<file path="config.mk">
export PLATFORM = sky130hd
export DESIGN_NAME = mc14500b_icu
export DESIGN_NICKNAME = d
export VERILOG_FILES = /design/src/rtl/mc14500b_icu.sv
export SDC_FILE = /design/constraint.sdc
export NUM_CORES = 1
export LEC_CHECK = 0
export CORE_AREA = 2 2 39 41
export CTS_CLUSTER_DIAMETER = 150
export DETAILED_ROUTE_END_ITERATION = 10
export DIE_AREA = 0 0 41 43
export PLACE_DENSITY = 0.66
export SETUP_SLACK_MARGIN = 0.1
export SLEW_MARGIN = 20
export SYNTH_ARGS = -nofsm -noshare
export SYNTH_HDL_FRONTEND = slang
export SYNTH_SLANG_ARGS = --single-unit
</file>
<file path="constraint.sdc">
create_clock -name clock -period 4.1 [get_ports clock]
set_clock_uncertainty 0.2 [all_clocks]
set_input_delay 0.82 -clock clock [delete_from_list [all_inputs] [get_ports clock]]
set_output_delay 0.82 -clock clock [all_outputs]
set_load 0.01 [all_outputs]
</file>
<file path="src/rtl/mc14500b_icu.sv">
// MC14500B-style 1-bit industrial control unit: one 4-bit instruction per enabled clock.
// Define MC14500B_ICU_STATUS_EN to expose ien_q/oen_q/skip_q for a debug/LED panel.
module mc14500b_icu (
   input  logic       clock,
   input  logic       reset,
   input  logic       enable,
   input  logic [3:0] instr,
   input  logic       data_in,
   output logic       data_out,
   output logic       write,
   output logic       rr,
   output logic       jmp,
   output logic       rtn,
   output logic       flag_o,
   output logic       flag_f
`ifdef MC14500B_ICU_STATUS_EN
   ,
   output logic       ien_q,
   output logic       oen_q,
   output logic       skip_q
`endif
);

   typedef enum logic [3:0] {
      OP_NOPO = 4'h0, OP_LD   = 4'h1, OP_LDC  = 4'h2, OP_AND  = 4'h3,
      OP_ANDC = 4'h4, OP_OR   = 4'h5, OP_ORC  = 4'h6, OP_XNOR = 4'h7,
      OP_STO  = 4'h8, OP_STOC = 4'h9, OP_IEN  = 4'hA, OP_OEN  = 4'hB,
      OP_JMP  = 4'hC, OP_RTN  = 4'hD, OP_SKZ  = 4'hE, OP_NOPF = 4'hF
   } opcode_e;

`ifndef MC14500B_ICU_STATUS_EN
   logic ien_q, oen_q, skip_q;
`endif

   logic    rr_q, data_out_q, write_q, jmp_q, rtn_q, flag_o_q, flag_f_q;
   logic    rr_d, data_out_d, write_d, jmp_d, rtn_d, flag_o_d, flag_f_d;
   logic    ien_d, oen_d, skip_d;
   logic    d_eff;
   opcode_e op;

   assign d_eff = data_in & ien_q;
   assign op    = opcode_e'(instr);

   always_comb begin
      rr_d       = rr_q;
      ien_d      = ien_q;
      oen_d      = oen_q;
      skip_d     = skip_q;
      data_out_d = data_out_q;
      write_d    = 1'b0;
      jmp_d      = 1'b0;
      rtn_d      = 1'b0;
      flag_o_d   = 1'b0;
      flag_f_d   = 1'b0;
      if (enable) begin
         // A pending skip consumes this instruction entirely, including SKZ/RTN.
         if (skip_q) begin
            skip_d = 1'b0;
         end else begin
            unique case (op)
               OP_NOPO: flag_o_d = 1'b1;
               OP_LD:   rr_d = d_eff;
               OP_LDC:  rr_d = ~d_eff;
               OP_AND:  rr_d = rr_q & d_eff;
               OP_ANDC: rr_d = rr_q & ~d_eff;
               OP_OR:   rr_d = rr_q | d_eff;
               OP_ORC:  rr_d = rr_q | ~d_eff;
               OP_XNOR: rr_d = ~(rr_q ^ d_eff);
               OP_STO: begin
                  if (oen_q) begin
                     data_out_d = rr_q;
                     write_d    = 1'b1;
                  end
               end
               OP_STOC: begin
                  if (oen_q) begin
                     data_out_d = ~rr_q;
                     write_d    = 1'b1;
                  end
               end
               OP_IEN:  ien_d = data_in;
               OP_OEN:  oen_d = data_in;
               OP_JMP:  jmp_d = 1'b1;
               OP_RTN: begin
                  rtn_d  = 1'b1;
                  skip_d = 1'b1;
               end
               OP_SKZ:  skip_d = ~rr_q;
               OP_NOPF: flag_f_d = 1'b1;
               default: ;
            endcase
         end
      end
   end

   always_ff @(posedge clock or posedge reset) begin
      if (reset) begin
         rr_q       <= 1'b0;
         ien_q      <= 1'b0;
         oen_q      <= 1'b0;
         skip_q     <= 1'b0;
         data_out_q <= 1'b0;
         write_q    <= 1'b0;
         jmp_q      <= 1'b0;
         rtn_q      <= 1'b0;
         flag_o_q   <= 1'b0;
         flag_f_q   <= 1'b0;
      end else begin
         rr_q       <= rr_d;
         ien_q      <= ien_d;
         oen_q      <= oen_d;
         skip_q     <= skip_d;
         data_out_q <= data_out_d;
         write_q    <= write_d;
         jmp_q      <= jmp_d;
         rtn_q      <= rtn_d;
         flag_o_q   <= flag_o_d;
         flag_f_q   <= flag_f_d;
      end
   end

   assign rr       = rr_q;
   assign data_out = data_out_q;
   assign write    = write_q;
   assign jmp      = jmp_q;
   assign rtn      = rtn_q;
   assign flag_o   = flag_o_q;
   assign flag_f   = flag_f_q;

endmodule
</file>
* Yosys cells after proc, flatten, opt, wreduce, memory -nomap -nowiden
Cells that the tools add are included.
Word-level totals: register bits 10, input port bits 8, output and inout bits 7, word-level logic and storage cells 67
Cells by class: eq/ne operators 17, multiplexer cells 22, bitwise gates (word level) 10, reductions and logical operators 8
Operators by type and width (count):
- $eq A4 B4 Y1 const B | 8
- $mux W1 | 19
- $eq A4 B3 Y1 const B | 4
- $reduce_and A3 Y1 | 3
- $eq A4 B2 Y1 const B | 2
- $pmux W1 S7 | 1
- $reduce_bool A7 Y1 | 1
- $reduce_and A5 Y1 | 1
- $eq A4 B1 Y1 const B | 1
- $logic_not A4 Y1 | 1
- $ne A2 B2 Y1 const B | 2
- $not A1 Y1 | 4
- $pmux W1 S2 | 2
- $and A1 B1 Y1 | 3
- $or A1 B1 Y1 | 2
- $reduce_bool A2 Y1 | 1
- $reduce_or A2 Y1 | 1
- $xor A1 B1 Y1 | 1

* Longest topological paths before layout
Gate-level depths: netlist of the first run.
depth after elaboration 5, depth in mapped cells 5, depth with buffers taken out 4

* Least setup slack after synthesis of the first run
No wires, ideal clock.
kind input -> register, start point input instr[0], end point register rr_q (netlist: rr), arrival 1.644 ns, setup slack 2.121 ns, stages 4, buffers on the path 1, path through buf_2 > or4b_1 > o211ai_1 > a21oi_1
On the way: cells in the longest elaborated chain, start to end 3
RTL lines:
- start, declared | line 7 | input logic [3:0] instr,
- $eq A4 B3 Y1, or another cell as far along | line 60 | unique case (op)
- $reduce_bool A7 Y1 (no line)
- $reduce_and A3 Y1 (no line)
- end signal, assigned | line 109 | rr_q <= rr_d;
- end, declared | line 35 | logic rr_q, data_out_q, write_q, jmp_q, rtn_q, flag_o_q, flag_f_q;
Parallel ways exist; a longest one is shown, timed or not. A chain may end at the register's enable or synchronous reset.

* Worst setup path in the final report of the first run
start point input instr[2], end point register data_out_q (netlist: data_out)
On the way: cells in the longest elaborated chain, start to end 3
RTL lines:
- $eq A4 B4 Y1 | line 60
- $ne A2 B2 Y1 (no line) or $reduce_bool A2 Y1 (tied branches)
- $reduce_and A5 Y1 (no line)
- end signal, assigned | line 113 | data_out_q <= data_out_d;
- end, declared | line 35
Parallel ways exist; a longest one is shown, timed or not.

==> results of run 1 <==
==> worst min path at each step <==
stage	start	end	slack, ns	depth (start not counted)
final	ien_q	ien_q	0.29	1
after global routing	ien_q	ien_q	0.34	1
after CTS	ien_q	ien_q	0.30	1
after detailed placement	ien_q	ien_q	0.28	1
after global placement	oen_q	oen_q	0.27	1
after floorplan	oen_q	oen_q	0.26	1
==> cells in the final DEF, fill, tap and decap left out, types with 2 or more instances in the layout <==
cell | Yosys | final
nand4_1 | 2 | 2
mux2_1 | 2 | 2
nand2_1 | 3 | 3
clkdlybuf4s50_1 | 0 | 14
a21oi_1 | 2 | 2
clkbuf_4 | 0 | 3
nor2_1 | 2 | 2
inv_1 | 4 | 4
dfrtp_1 | 10 | 10
mux2i_1 | 2 | 2
==> final cells by class <==
type	count	area [µm²]	area share (%)
Sequential cell	10	250.2	37.66
Multi-Input combinational cell	28	216.5	32.58
Timing Repair Buffer	14	140.1	21.09
Clock buffer	3	22.52	3.390
Tap cell	16	20.02	3.013
Inverter	4	15.01	2.260
==> routing by layer <==
layer  track usage (%)  vias to the layer above  wire length [µm]
met4             12.00                        0                29
met5                 0                        -                 0
met1             16.33                      182               419
met3             3.141                        4                46
li1                  -                      186                 -
met2             20.31                       14               416
==> state kept, by name, indices dropped and copies added (netlist names) <==
signal / flops
flag_f: 1
skip_q: 1
rtn: 1
rr: 1
data_out: 1
jmp: 1
oen_q: 1
flag_o: 1
ien_q: 1
write: 1
==> power breakdown <==
group	leakage (nW)	total, mW	switching, mW	internal (mW)
sequential	0.132	0.120	0.00784	0.112
combinational	0.153	0.0653	0.0269	0.0383
clock	0.0138	0.0630	0.0293	0.0337
==> critical path: stages <==
cell and delay, ns:
clkdlybuf4s50_1 0.51, and4bb_1 0.36, and3_1 0.21, mux2_4 0.30
==> kinds of logic after synthesis <==
logic type / Yosys count / synth area share (%)
flops: 10 / 50.25
mux: 5 / 11.56
compound gates: 5 / 6.283
buf+inv: 6 / 6.279
simple gates: 17 / 23.87
xor+xnor: 1 / 1.759
==> results.toml, run 1 <==
[logic_synthesis]
synth_warnings = 0
synthArstFlopShare_pct = 100.0
synth_top_cells_by_count = "dfrtp_1, inv_1, nand2_1"
synthTopCellsByArea = "dfrtp_1, mux2_1, mux2i_1"
yosysUniqueCellTypes = 25
syn_inst = 44
synth_top_area_share_pct = 50.25
avgSynthCellArea_um2 = 11.32
synth_ff_type = "dfrtp_1"
ys_ff_latch = 10
synth_area_um2 = 498.0
syn_nets = 52
synth_largest_area_cell = "dfrtp_1"
post-synth-top-count-cell = "dfrtp_1"
ys_seq_area_share_pct = 50.25
synth_edf_count = 0

[drt]
num_vias = 386
drtPass1Iterations = 3
postRouteAntennaNets = 0
routed_wl_um = 912
drcViolationCount = 0
first_iter_violations = 10
via_per_inst = 5.147
wl_per_cell_um = 12.16

[timing]
worst_pin_slew_ns = 0.3736
slew_headroom_pct = 75.06
fin_crit_ns = 2.268
setup_slack_ns = 1.832
finalSetupTns_ns = 0
max_freq_ghz = 0.4410
rsz0062_at_grt = "no"
fin_hold_ws_ns = 0.2904
period_share_pct = 55.31
finalMaxSlewViolations = 0
finalHoldViolCount = 0
setup_viol = 0

[place]
hpwl_um = 705.2
place_worst_setup_slack_ns = 1.545
gp_congestion = 0.8051
port-buffer-count = 14
detailed_place.area_um2 = 641.9
dp.cells = 72

[setup_path]
cp_max_fo = 6
critPathKind = "input port to register"
crit_required_ns = 4.04
crit_start = "instr[2]"
r2r_slack_ns = 2.54
timing.rr.start = "skip_q"
r2r.worst_path.cells = 3
arrival_ns = 2.21
crit_end = "data_out"
worst_setup_path_end_kind = "register"
reg2reg_to = "data_out"
setup.worst_path.start_class = "input port"

[clocking]
cts_hold_buffers = 0
numCtsBuffers = 3
clock-sinks = 10
post_cts_resized = 0
cts_tree = "built"
htree_levels = 1
clockBufferDepth = 2
clock_latency_ns = 0.25
cts_root_buffer = "clkbuf_4"
clk_pin_slew_ns = 0.06
cts_setup_buffers = 0

[power_and_ir_drop]
pwr_density_cell_nw_per_um2 = 373.8
ir_drop_v = 0.0001382
leakagePower_nw = 0.2985
finalPower_mw = 0.2483

[floorplan]
chipHeight_um = 43
core-area_um2 = 1384
die-width_um = 41
dieArea_um2 = 1763
pin_count = 15
num_rows = 14
start_util_pct = 35.99

[hold_path]
min_path_type = "register to register"

[finish]
finalInstanceArea_um2 = 664.4
drive_gt1_share_pct = 10.17
nFillCells = 139
post-route-util_pct = 48.01
nets = 69
antenna_cells = 0
final_cells = 75
syn2layout_area_growth_pct = 33.42

[grt]
grt_overflow = 0
grt_pass1_vias = 391
antenna_found_initial = 0
grt_max_degree = 11
grt_pass1_wl_um = 1593
grt_usage_pct = 14.01

[status]
outcome = "finished clean"

[flow_run]
cap_violations = 0
(Power assumes the default switching activity.)
==> run 2: changes to the inputs <==
==> constraint.sdc (replaced) <==
create_clock -name clock -period 2.4 [get_ports clock]
set_clock_uncertainty 0.2 [all_clocks]
set_input_delay 0.48 -clock clock [delete_from_list [all_inputs] [get_ports clock]]
set_output_delay 0.48 -clock clock [all_outputs]
set_load 0.01 [all_outputs]
==> run 2 against run 1 <==
Compared with the run above: sequential cell count stayed put; clock power is 140% higher; count of clock-buffer cells in the layout is 1 higher; combinational power is 70% higher; first-iteration DRC count is 50% lower; global-route usage is 0.39 points lower; non-clock buffer count stayed put; critical path depth stayed put; setup slack worse by 1.4 ns; critical path type unchanged; highest routed layer unchanged.
==> results.toml, run 2 (synthesized netlist as in run 1, its figures left out) <==
[floorplan]
pin_count = 15
num_rows = 14
die-width_um = 41
chipHeight_um = 43
start_util_pct = 35.99
dieArea_um2 = 1763
core-area_um2 = 1384

[timing]
setup_viol = 0
finalSetupTns_ns = 0
max_freq_ghz = 0.5187
fin_crit_ns = 1.928
finalMaxSlewViolations = 0
period_share_pct = 80.33
finalHoldViolCount = 0
worst_pin_slew_ns = 0.3736
slew_headroom_pct = 75.07
setup_slack_ns = 0.4721
rsz0062_at_grt = "no"

[clocking]
cts_root_buffer = "clkbuf_4"
cts_setup_buffers = 0
clock-sinks = 10
clockBufferDepth = 2
htree_levels = 1
clock_latency_ns = 0.26
numCtsBuffers = 3
post_cts_resized = 0
clk_pin_slew_ns = 0.06
cts_tree = "built"
cts_hold_buffers = 0

[setup_path]
setup.worst_path.start_class = "input port"
worst_setup_path_end_kind = "register"
cp_max_fo = 6
crit_required_ns = 2.35
arrival_ns = 1.88
critPathKind = "input port to register"

[finish]
antenna_cells = 0
nets = 69
layout_commonest_cell = "clkdlybuf4s50_1"
syn2layout_area_growth_pct = 36.18
final_cell_mix = "clkdlybuf4s50_1, dfrtp_1, inv_1"
drive_gt1_share_pct = 11.67

[status]
outcome = "finished clean"

[flow_run]
cap_violations = 0

[place]
hpwl_um = 684.5
place_worst_setup_slack_ns = 0.1918
port-buffer-count = 14
gp_congestion = 0.8052

[drt]
drcViolationCount = 0
wl_per_cell_um = 12.01
via_per_inst = 5.171
first_iter_violations = 5
num_vias = 393
postRouteAntennaNets = 0
routed_wl_um = 913
drtPass1Iterations = 4

[hold_path]
min_path_type = "register to register"

[power_and_ir_drop]
leakagePower_nw = 0.3056
pwr_density_cell_nw_per_um2 = 688.9
ir_drop_v = 0.0003575

[grt]
grt_max_degree = 11
grt_pass1_vias = 377
grt_pass1_wl_um = 1580
grt_usage_pct = 13.62
grt_overflow = 0
antenna_found_initial = 0
## run 2: cell count changes in the layout (fill, tap and decap cells not counted)
cell and change:
clkbuf_8 +1
## run 2: final timing paths
kind / cells after the start / slack [ns] / startpoint / end
min in group asynchronous: 2 / 0.30 / reset / write
hold reg to reg: 1 / 0.29 / ien_q / ien_q
hold / removal: 1 / 0.29 / ien_q / ien_q
setup reg to reg: 3 / 0.84 / skip_q / data_out
setup / recovery: 4 / 0.47 / instr[2] / data_out
max in group asynchronous: 2 / 1.44 / reset / rr
## run 2: per-stage QoR
step | utilization [%] | instance area [µm²] | total power, mW | std cells | hold slack [ns]
final | 49.01 | 678.2 | 0.4672 | 76 | 0.2919
after detailed placement | 46.38 | 641.9 | 0.3203 | 72 | 0.2821
after CTS | 49.01 | 678.2 | 0.4719 | 76 | 0.2969
after global placement | 46.38 | 641.9 | 0.3180 | 72 | 0.2734
after global routing | 49.01 | 678.2 | 0.5011 | 76 | 0.3289
after floorplan | - | 498.0 | 0.2707 | 44 | 0.1202
## run 2: power by group
| group | total [mW] | internal [mW] | switching (mW) |
|---|---|---|---|
| sequential | 0.205 | 0.192 | 0.0137 |
| combinational | 0.111 | 0.0654 | 0.0458 |
| clock | 0.151 | 0.0921 | 0.0587 |
| total | 0.467 | 0.349 | 0.118 |
## run 2: area by class of cell
type,instances,area (µm²)
Fill cell,132,705.7
Sequential cell,10,250.2
Multi-Input combinational cell,28,216.5
Timing Repair Buffer,14,140.1
Clock buffer,4,36.28
Tap cell,16,20.02
Inverter,4,15.01
## run 2: critical path, cell delays in order
cell and delay, ns:
clkdlybuf4s50_1 0.51, and4bb_1 0.37, and3_1 0.21, mux2_4 0.30
## run 2: layer usage
layer  routed length [µm]  part of all wire [%]  track usage [%]  vias up
met5                    0                     0                0        -
met4                   20                   2.2            10.00        0
met3                   50                   5.5            3.141        2
met2                  432                    47            19.69       14
met1                  409                    45            16.72      190
li1                     -                     -                -      187
==> run 3: changes to the inputs <==
--- a/config.mk
+++ b/config.mk
@@ -9,7 +9,7 @@
 export CTS_CLUSTER_DIAMETER = 150
 export DETAILED_ROUTE_END_ITERATION = 10
 export DIE_AREA = 0 0 41 43
-export PLACE_DENSITY = 0.66
+export PLACE_DENSITY = 0.69
 export SETUP_SLACK_MARGIN = 0.1
 export SLEW_MARGIN = 20
 export SYNTH_ARGS = -nofsm -noshare
==> constraint.sdc (replaced) <==
create_clock -name clock -period 1.6 [get_ports clock]
set_clock_uncertainty 0.2 [all_clocks]
set_input_delay 0.32 -clock clock [delete_from_list [all_inputs] [get_ports clock]]
set_output_delay 0.32 -clock clock [all_outputs]
set_load 0.01 [all_outputs]
==> run 3 against run 2 <==
Compared with the run above: cell count is 20% higher; clock power is 49% higher; combinational power is 79% higher; critical endpoint unchanged; critical path type is now register to register.
==> results.toml, run 3 (synthesized netlist as in run 1, its figures left out) <==
[status]
outcome = "finished clean"

[setup_path]
r2r.worst_path.cells = 3
crit_required_ns = 1.56
cp_max_fo = 3
worst_setup_path_end_kind = "register"
critPathKind = "register to register"
arrival_ns = 1.44
setup.worst_path.start_class = "register"
timing.rr.start = "skip_q"
r2r_slack_ns = 0.12
reg2reg_to = "data_out"

[floorplan]
die-width_um = 41
core-area_um2 = 1384
chipHeight_um = 43
pin_count = 15
num_rows = 14
dieArea_um2 = 1763
start_util_pct = 35.99

[power_and_ir_drop]
power_frac_comb_pct = 27.4
internal-power_mw = 0.5407
finalPower_mw = 0.7279
pwr-share-seq_pct = 41.8
pwr_density_cell_nw_per_um2 = 930.8
switching_share_pct = 25.72
p_switching_mw = 0.1872
ir_drop_v = 0.0004913
clockPowerShare_pct = 30.9
leakagePower_nw = 0.4120

[drt]
routed_wl_um = 1124
wl_per_cell_um = 12.35
drcViolationCount = 0
drtPass1Iterations = 3
via_per_inst = 4.769
postRouteAntennaNets = 0
num_vias = 434
first_iter_violations = 15

[grt]
grt_use_met1_pct = 19.87
grt_pass1_vias = 411
busiest_layer = "met2"
grt_usage_pct = 16.41
grtUsageMet3_pct = 4.712
antenna_found_initial = 0
grt_use_met2_pct = 22.50
grt_max_degree = 11
grt_overflow = 0
grt_pass1_wl_um = 1821

[place]
hpwl_um = 859.2
gp_congestion = 0.8117
port-buffer-count = 14
place_worst_setup_slack_ns = -0.2961
detailed_place.area_um2 = 732.0

[timing]
fin_crit_ns = 1.480
finalHoldViolCount = 0
rsz0062_at_grt = "yes"
finalMaxSlewViolations = 0
slew_headroom_pct = 75.51
setup_slack_ns = 0.1204
max_freq_ghz = 0.6759
setup_viol = 0
worst_pin_slew_ns = 0.3670
period_share_pct = 92.47

[clocking]
numCtsBuffers = 3
cts_hold_buffers = 0
clock-sinks = 10
clk_pin_slew_ns = 0.07
clockBufferDepth = 2
cts_root_buffer = "clkbuf_4"
cts_tree = "built"
clock_latency_ns = 0.27
htree_levels = 1

[flow_run]
cap_violations = 0

[finish]
finalInstanceArea_um2 = 782.0
post-route-util_pct = 56.51
nets = 84
syn2layout_area_growth_pct = 57.04
drive_gt1_share_pct = 32.00
final_cell_mix = "buf_4, dlygate4sd2_1, dfrtp_1"
layout_commonest_cell = "buf_4"
antenna_cells = 0

[hold_path]
min_path_type = "input port to asynchronous set/reset pin"
[run 3: cell types whose count changed in the layout (fill, tap and decap cells not counted)]
cell             previous run  this run
and3_1                      1         0
and3_4                      0         1
buf_4                       0        15
clkdlybuf4s50_1            14         1
dlygate4sd2_1               0        13
nor2b_1                     1         0
nor2b_2                     0         1
[run 3: how the worst max path moves through the flow]
stage / startpoint / endpoint / slack [ns] / cells after the start
2_1_floorplan: instr[0] / rr / 0.12 / 4
3_3_place_gp: instr[0] / rr / -0.29 / 4
3_5_place_dp: instr[0] / rr / -0.30 / 4
4_1_cts: skip_q / data_out / 0.11 / 3
5_1_grt: skip_q / data_out / 0.09 / 3
6_report: skip_q / data_out / 0.12 / 3
[run 3: power groups by stage]
stage	Combinational, mW	Sequential, mW	Clock, mW
floorplan	0.0868	0.319	0
global placement	0.191	0.313	0
detailed placement	0.195	0.315	0
CTS	0.185	0.310	0.229
global route	0.218	0.310	0.243
finish	0.199	0.304	0.225
[run 3: metrics by stage]
stage	setup TNS (ns)	std cells	hold WS, ns
2_1_floorplan	0	44	-0.03982
3_3_place_gp	-1.384	84	0.2762
3_5_place_dp	-1.424	84	0.2941
4_1_cts	0	90	0.1363
5_1_grt	0	91	0.1639
6_report	0	91	0.1189
[run 3: worst max-delay path: stages (launching register included)]
cell,delay [ns]
dfrtp_1,0.39
and4bb_1,0.30
and3_4,0.19
mux2_4,0.29
[run 3: per-layer routing]
layer / part of all wire [%] / wire length, µm
met1: 41 / 460
met2: 49 / 553
met3: 5.9 / 66
met4: 3.9 / 44
met5: 0 / 0
[run 3: layout make-up]
cell class              instances  area (µm²)
inverters                       4       15.01
fillers                       125       601.8
flip-flops and latches         10       250.2
clock buffers                   4       36.28
repair buffers                 29       236.5
well taps                      16       20.02
multi-input cells              28       224.0
[run 3: what timing repair did]
item,4_1_cts,5_1_grt
setup endpoints to repair,13,2
pin swaps,4,1
cloned,0,0
resized for setup,15,0
buffers inserted,2,1
